$ cat config.mk
export PLATFORM = sky130hd
export DESIGN_NAME = vga_timing_gen
export DESIGN_NICKNAME = d
export VERILOG_FILES = /design/src/rtl/vga_timing_pkg.sv /design/src/rtl/sync_delay_line.sv /design/src/rtl/vga_timing_gen.sv
export SDC_FILE = /design/constraint.sdc
export NUM_CORES = 1
export LEC_CHECK = 0
export BUFFER_PORTS_ARGS = -buffer_cell sky130_fd_sc_hd__buf_2
export CELL_PAD_IN_SITES_DETAIL_PLACEMENT = 2
export CELL_PAD_IN_SITES_GLOBAL_PLACEMENT = 2
export CORE_ASPECT_RATIO = 0.7
export CORE_UTILIZATION = 30
export DETAILED_ROUTE_END_ITERATION = 8
export PLACE_DENSITY = 0.74
export SLEW_MARGIN = 20
export SYNTH_ARGS = -nofsm -noshare
export SYNTH_HDL_FRONTEND = slang
export SYNTH_SLANG_ARGS = --single-unit
$ cat constraint.sdc
create_clock -name clk -period 2.1 [get_ports clk]
set_input_delay 0 -clock clk [delete_from_list [all_inputs] [get_ports clk]]
set_output_delay 0 -clock clk [all_outputs]
set_load 0.02 [all_outputs]
$ cat src/rtl/vga_timing_pkg.sv
// Default 640x480@60 raster constants and helpers shared by the VGA timing generator.
package vga_timing_pkg;

    localparam int DEF_CLK_DIV    = 2;
    localparam int DEF_H_ACTIVE   = 640;
    localparam int DEF_H_FP       = 16;
    localparam int DEF_H_SYNC     = 96;
    localparam int DEF_H_BP       = 48;
    localparam int DEF_V_ACTIVE   = 480;
    localparam int DEF_V_FP       = 10;
    localparam int DEF_V_SYNC     = 2;
    localparam int DEF_V_BP       = 33;
    localparam int DEF_SYNC_POL   = 0;
    localparam int DEF_SYNC_DELAY = 1;

    localparam int DEF_H_TOTAL    = DEF_H_ACTIVE + DEF_H_FP + DEF_H_SYNC + DEF_H_BP;
    localparam int DEF_V_TOTAL    = DEF_V_ACTIVE + DEF_V_FP + DEF_V_SYNC + DEF_V_BP;
    localparam int DEF_HS_START   = DEF_H_ACTIVE + DEF_H_FP;
    localparam int DEF_HS_END     = DEF_HS_START + DEF_H_SYNC;
    localparam int DEF_VS_START   = DEF_V_ACTIVE + DEF_V_FP;
    localparam int DEF_VS_END     = DEF_VS_START + DEF_V_SYNC;

    localparam int CNT_W          = 10;

    // Bits needed to count 0..value-1, never less than one.
    function automatic int clog2(input int value);
        int result;
        result = 1;
        while ((1 << result) < value) begin
            result = result + 1;
        end
        return result;
    endfunction

endpackage

$ cat src/rtl/sync_delay_line.sv
// Clock-enabled shift register of configurable width/depth; every stage resets to RESET_VAL.
module sync_delay_line #(
    parameter int               WIDTH     = 3,
    parameter int               DEPTH     = 1,
    parameter logic [WIDTH-1:0] RESET_VAL = '0
) (
    input  logic             clk,
    input  logic             rst_n,
    input  logic             srst,
    input  logic             ce,
    input  logic [WIDTH-1:0] din,
    output logic [WIDTH-1:0] dout
);

    generate
        if (DEPTH == 0) begin : g_bypass
            logic unused_s;
            assign unused_s = ^{clk, rst_n, srst, ce};
            assign dout     = din;
        end else begin : g_shift
            logic [WIDTH-1:0] stage_r [DEPTH];

            // Shift one stage per enabled clock; reset refills with the idle pattern
            always_ff @(posedge clk or negedge rst_n) begin
                if (!rst_n) begin
                    for (int i = 0; i < DEPTH; i++) begin
                        stage_r[i] <= RESET_VAL;
                    end
                end else if (srst) begin
                    for (int i = 0; i < DEPTH; i++) begin
                        stage_r[i] <= RESET_VAL;
                    end
                end else if (ce) begin
                    stage_r[0] <= din;
                    for (int i = 1; i < DEPTH; i++) begin
                        stage_r[i] <= stage_r[i-1];
                    end
                end
            end

            assign dout = stage_r[DEPTH-1];
        end
    endgenerate

endmodule

$ cat src/rtl/vga_timing_gen.sv
// VGA raster timing: pixel divider, h/v counters, registered coordinates and
// sync/blanking delayed to line up with the framebuffer's read latency.
module vga_timing_gen
    import vga_timing_pkg::*;
#(
    parameter int CLK_DIV    = DEF_CLK_DIV,
    parameter int H_ACTIVE   = DEF_H_ACTIVE,
    parameter int H_FP       = DEF_H_FP,
    parameter int H_SYNC     = DEF_H_SYNC,
    parameter int H_BP       = DEF_H_BP,
    parameter int V_ACTIVE   = DEF_V_ACTIVE,
    parameter int V_FP       = DEF_V_FP,
    parameter int V_SYNC     = DEF_V_SYNC,
    parameter int V_BP       = DEF_V_BP,
    parameter int SYNC_POL   = DEF_SYNC_POL,
    parameter int SYNC_DELAY = DEF_SYNC_DELAY
) (
    input  logic       clk,
    input  logic       rst_n,
    output logic       pix_ce,
    output logic [9:0] x,
    output logic [8:0] y,
    output logic       enable,
    output logic       de_out,
    output logic       hsync,
    output logic       vsync,
    output logic       frame_start
);

    localparam int H_TOTAL = H_ACTIVE + H_FP + H_SYNC + H_BP;
    localparam int V_TOTAL = V_ACTIVE + V_FP + V_SYNC + V_BP;
    localparam int DIV_W   = clog2(CLK_DIV);

    localparam logic [DIV_W-1:0] DIV_LAST = DIV_W'(CLK_DIV - 1);
    localparam logic [DIV_W-1:0] DIV_ONE  = DIV_W'(1);

    // 11-bit compare constants so a sum of exactly 1024 still compares correctly
    localparam logic [10:0] H_ACT_C    = 11'(H_ACTIVE);
    localparam logic [10:0] HS_START_C = 11'(H_ACTIVE + H_FP);
    localparam logic [10:0] HS_END_C   = 11'(H_ACTIVE + H_FP + H_SYNC);
    localparam logic [10:0] V_ACT_C    = 11'(V_ACTIVE);
    localparam logic [10:0] VS_START_C = 11'(V_ACTIVE + V_FP);
    localparam logic [10:0] VS_END_C   = 11'(V_ACTIVE + V_FP + V_SYNC);
    localparam logic [CNT_W-1:0] H_LAST_C = CNT_W'(H_TOTAL - 1);
    localparam logic [CNT_W-1:0] V_LAST_C = CNT_W'(V_TOTAL - 1);

    localparam logic SYNC_ACT  = (SYNC_POL != 0) ? 1'b1 : 1'b0;
    localparam logic SYNC_IDLE = ~SYNC_ACT;

    generate
        if (CLK_DIV < 1) begin : g_bad_div
            $error("vga_timing_gen: CLK_DIV must be at least 1");
        end
        if (H_TOTAL > 1024 || V_TOTAL > 1024) begin : g_bad_total
            $error("vga_timing_gen: timing sums do not fit the 10-bit counters");
        end
        if (V_ACTIVE > 512) begin : g_bad_vact
            $error("vga_timing_gen: V_ACTIVE exceeds the 9-bit y output");
        end
        if (SYNC_DELAY < 0 || SYNC_DELAY > 7) begin : g_bad_delay
            $error("vga_timing_gen: SYNC_DELAY must be within 0..7");
        end
    endgenerate

    logic [DIV_W-1:0] div_cnt_r;
    logic             pix_ce_r;
    logic [CNT_W-1:0] h_cnt_r;
    logic [CNT_W-1:0] v_cnt_r;
    logic [9:0]       x_r;
    logic [8:0]       y_r;
    logic             enable_r;
    logic             hs_lvl_r;
    logic             vs_lvl_r;
    logic             wrap_pending_r;
    logic             frame_start_r;

    logic             div_last_s;
    logic             h_last_s;
    logic             v_last_s;
    logic             wrap_s;
    logic             fs_fire_s;
    logic             in_active_s;
    logic             hs_act_s;
    logic             vs_act_s;
    logic [2:0]       delay_in_s;
    logic [2:0]       delay_out_s;

    // Decode terminal counts and the raster regions of the current position
    always_comb begin
        div_last_s  = (div_cnt_r == DIV_LAST);
        h_last_s    = (h_cnt_r == H_LAST_C);
        v_last_s    = (v_cnt_r == V_LAST_C);
        wrap_s      = pix_ce_r && h_last_s && v_last_s;
        fs_fire_s   = div_last_s && (wrap_s || wrap_pending_r);
        in_active_s = ({1'b0, h_cnt_r} < H_ACT_C) && ({1'b0, v_cnt_r} < V_ACT_C);
        hs_act_s    = ({1'b0, h_cnt_r} >= HS_START_C) && ({1'b0, h_cnt_r} < HS_END_C);
        vs_act_s    = ({1'b0, v_cnt_r} >= VS_START_C) && ({1'b0, v_cnt_r} < VS_END_C);
        delay_in_s  = {hs_lvl_r, vs_lvl_r, enable_r};
    end

    // Pixel-rate divider; pix_ce is registered off the divider terminal count
    always_ff @(posedge clk or negedge rst_n) begin
        if (!rst_n) begin
            div_cnt_r <= '0;
            pix_ce_r  <= 1'b0;
        end else begin
            pix_ce_r <= div_last_s;
            if (div_last_s) begin
                div_cnt_r <= '0;
            end else begin
                div_cnt_r <= div_cnt_r + DIV_ONE;
            end
        end
    end

    // Raster position: h wraps each line and carries into v
    always_ff @(posedge clk or negedge rst_n) begin
        if (!rst_n) begin
            h_cnt_r <= 10'd0;
            v_cnt_r <= 10'd0;
        end else if (pix_ce_r) begin
            if (h_last_s) begin
                h_cnt_r <= 10'd0;
                if (v_last_s) begin
                    v_cnt_r <= 10'd0;
                end else begin
                    v_cnt_r <= v_cnt_r + 10'd1;
                end
            end else begin
                h_cnt_r <= h_cnt_r + 10'd1;
            end
        end
    end

    // Per-tick coordinate, enable and undelayed sync levels
    always_ff @(posedge clk or negedge rst_n) begin
        if (!rst_n) begin
            x_r      <= 10'd0;
            y_r      <= 9'd0;
            enable_r <= 1'b0;
            hs_lvl_r <= SYNC_IDLE;
            vs_lvl_r <= SYNC_IDLE;
        end else if (pix_ce_r) begin
            enable_r <= in_active_s;
            x_r      <= in_active_s ? h_cnt_r : 10'd0;
            y_r      <= in_active_s ? v_cnt_r[8:0] : 9'd0;
            hs_lvl_r <= hs_act_s ? SYNC_ACT : SYNC_IDLE;
            vs_lvl_r <= vs_act_s ? SYNC_ACT : SYNC_IDLE;
        end
    end

    // frame_start only follows a real frame wrap, so the post-reset (0,0) tick is skipped
    always_ff @(posedge clk or negedge rst_n) begin
        if (!rst_n) begin
            frame_start_r  <= 1'b0;
            wrap_pending_r <= 1'b0;
        end else begin
            frame_start_r <= fs_fire_s;
            if (fs_fire_s) begin
                wrap_pending_r <= 1'b0;
            end else if (wrap_s) begin
                wrap_pending_r <= 1'b1;
            end
        end
    end

    sync_delay_line #(
        .WIDTH     (3),
        .DEPTH     (SYNC_DELAY),
        .RESET_VAL ({SYNC_IDLE, SYNC_IDLE, 1'b0})
    ) u_sync_delay (
        .clk   (clk),
        .rst_n (rst_n),
        .srst  (1'b0),
        .ce    (pix_ce_r),
        .din   (delay_in_s),
        .dout  (delay_out_s)
    );

    assign pix_ce      = pix_ce_r;
    assign x           = x_r;
    assign y           = y_r;
    assign enable      = enable_r;
    assign frame_start = frame_start_r;
    assign hsync       = delay_out_s[2];
    assign vsync       = delay_out_s[1];
    assign de_out      = delay_out_s[0];

endmodule
==> results.md <==
- WP data required: 2290 ps
- HP Class: in -> async
- Area delta synth->final: 21.5%
- Crit. End Element: register
- Placed instance count: 316
- Mean post-synth cell area: 11.4 µm²
- First-pass GRT wire length: 9.43 mm
- Post-synth top area cell: dfrtp_1
- Root buffer cell: clkbuf_8
- Commonest non-fill, non-tap cell in the layout: dfrtp_1
- Mean routed wirelength per cell: 17.3 µm
- Vias per inst: 4.98
- Synth Net Count: 194
- Clk_skew: 17.1 ps
- FF+latch count, synth: 49
- Antenna diode count: 0
- Port buffer count: 26
- Max clock buf depth: 2
- Number of global-route vias before repair: 1710
- Core region area: 6820 µm²
- Setup repair bufs after CTS: 0
- Setup_tns: 0 ps
- LEAKAGE: 1.22 nW
- DP HPWL: 4.18 mm
- Synth cell types: 43
- Primary FF master, synth: dfrtp_1
- Worst-Margin Slew: 642 ps
- DRC: 0
- CTS Buf Count: 5
- Post-DRT Antenna Nets: 0
- RSZ-0062 raised after global routing: false
- Clock latency on the worst-skew pair: 310 ps
- Fmax: 0.527 GHz
- Startpoint Class: register
- CP max FO: 6
- Initial core utilization: 31.3%
- Fin cells: 324
- FILL cells: 748
- Relative slew slack: 57.2%
- Max cap viols: 0
- Initial drt markers: 44
- DRT Pass-1 Iters: 4
- All-Layer GR Usage: 16.8%
- WHS: 256 ps
- Most frequent cells in the layout: 45 x dfrtp_1, 26 x buf_2, 18 x a22o_1
- Crit share post-route: 90.4%
- Power density cells: 626 nW/µm²
- Top cells by area, synth: dfrtp_1 53%, a22o_1 7.4%, dfstp_2 4.9%
- EDFF count, synth: 0
- Total gr overflow: 0
- Slew Viols, Final: 0
- Mapped Area: 2140 µm²
- Metal3 WL: 140 µm
- Met2 Routed Length: 2.42 mm
- Die Width: 103 µm
- Hold Fails Final Rpt: 0
- Sequential fraction of the synthesis area: 57.6%
- Final setup viols: 0
- I/O pin cnt: 27
- Largest net degree at the start of global routing: 30
- Syn Inst Count: 188
- Top-area cell type share of the netlist area: 52.7%
- Site Rows: 25
- Clock slew at reported path FFs: 90 ps
- Drt total wl: 5.61 mm
- Tmin final: 1900 ps
- Status: finished clean
- Die ar.: 7470 µm²
- Kind of critical path: reg -> reg
- CTS H-tree lvls: 2
- Clk sinks: 49
- Placer Congestion: 0.771
- Met1 WL: 3.02 mm
- Die Height: 72.6 µm
- WP data arrival: 2090 ps
- Register area: 1230 µm²
- DR vias: 1612
- Number of nets in the layout: 236
- CTS tree: yes
- Multi-input gate area: 826 µm²
- Antenna violations before repair: 0
- Async set or reset register ratio after synthesis: 100%
- Top Layer Used: met4
- Synth warn: 0
- Share of post-route cells with drive strength above 1: 27.8%
- Maximum vdd drop: 0.000276 V
## sequential cells by signal (all words and copies together), names as in the netlist, 3 cells and up
register,flops
y,9
u_sync_delay.dout,3
v_cnt_r,10
h_cnt_r,10
x,10
## worst max-delay path, cell delays in order, from the launching register on
cell,delay [ps]
dfrtp_1,440
inv_1,120
ha_1,150
nor4bb_1,290
and3_1,390
o21ai_0,150
a22o_1,250
## repair_timing
| item | 4_1_cts | 5_1_grt |
|---|---|---|
| hold buffers | 1 | 0 |
| endpoints found under the hold margin | 23 | 0 |
| setup endpoints to repair | 0 | 4 |
| gates resized for setup | 0 | 3 |
## cell families after synthesis
kind of cell / share of synthesized area [%]
AND/OR/NAND/NOR: 15.2
flip-flops: 57.6
AO/OA/AOI/OAI: 14.6
buffers and inverters: 4.33
XOR/XNOR: 3.28
multiplexers: 2.58
adder cells (fa/ha/maj): 2.34
## per-stage QoR
stage,setup slack (ps),utilization (%),total power (W),area [µm²]
6_report,201,38.1,0.00163,2600
3_3_place_gp,183,36.2,0.000985,2470
3_5_place_dp,88.6,36.2,0.000985,2470
5_1_grt,70.6,38.1,0.00169,2600
4_1_cts,48.0,37.9,0.00165,2580
2_1_floorplan,244,-,0.000962,2140
## routing by layer
metal / GRT usage [%] / vias up
met5: 0 / -
met1: 25.6 / 825
met2: 25.3 / 20
li1: - / 765
met3: 3.54 / 2
met4: 1.88 / 0
## report_power, final
group          internal (W)  switching, W
Combinational    0.00000428     0.0000186
Clock              0.000347      0.000314
Sequential         0.000943             0
## final cells by class
| type | count | share of cell area, % |
|---|---|---|
| clock buffers | 5 | 2.65 |
| clock inverters | 2 | 1.35 |
| inverters | 12 | 1.73 |
| multi-input cells | 119 | 31.8 |
| flip-flops and latches | 49 | 47.4 |
| well taps | 94 | 4.53 |
| repair buffers | 43 | 10.5 |
## worst paths after layout
kind	slack, ps	to	from	depth (start not counted)
worst max-delay path	200	v_cnt_r[6]$_DFFE_PN0P_	v_cnt_r[0]$_DFFE_PN0P_	6
worst min-delay path	260	y[2]$_DFFE_PN0P_	rst_n	2
worst max register to register	200	v_cnt_r[6]$_DFFE_PN0P_	v_cnt_r[0]$_DFFE_PN0P_	6
worst min register to register	410	pix_ce$_DFF_PN0_	div_cnt_r$_DFF_PN0_	0
max in group asynchronous	1220	x[7]$_DFFE_PN0P_	rst_n	3
min in group clk	410	pix_ce$_DFF_PN0_	div_cnt_r$_DFF_PN0_	0
## Yosys cell counts, types with 2 or more instances
cell       n
clkbuf_1   2
a22o_1    18
nor2_1    13
and3_1     4
dfstp_2    4
nor3_1     5
nand2_1    8
buf_2      3
xnor2_1    3
o21ai_0   10
inv_1     11
mux2_2     4
dfrtp_1   45
ha_1       4
nor4_1     5
nand4_1    5
nand3_1    7
xor2_1     5
or3_1      2
a31oi_1    2
a21o_1     2
a21oi_1    5
(Power assumes the default switching activity.)
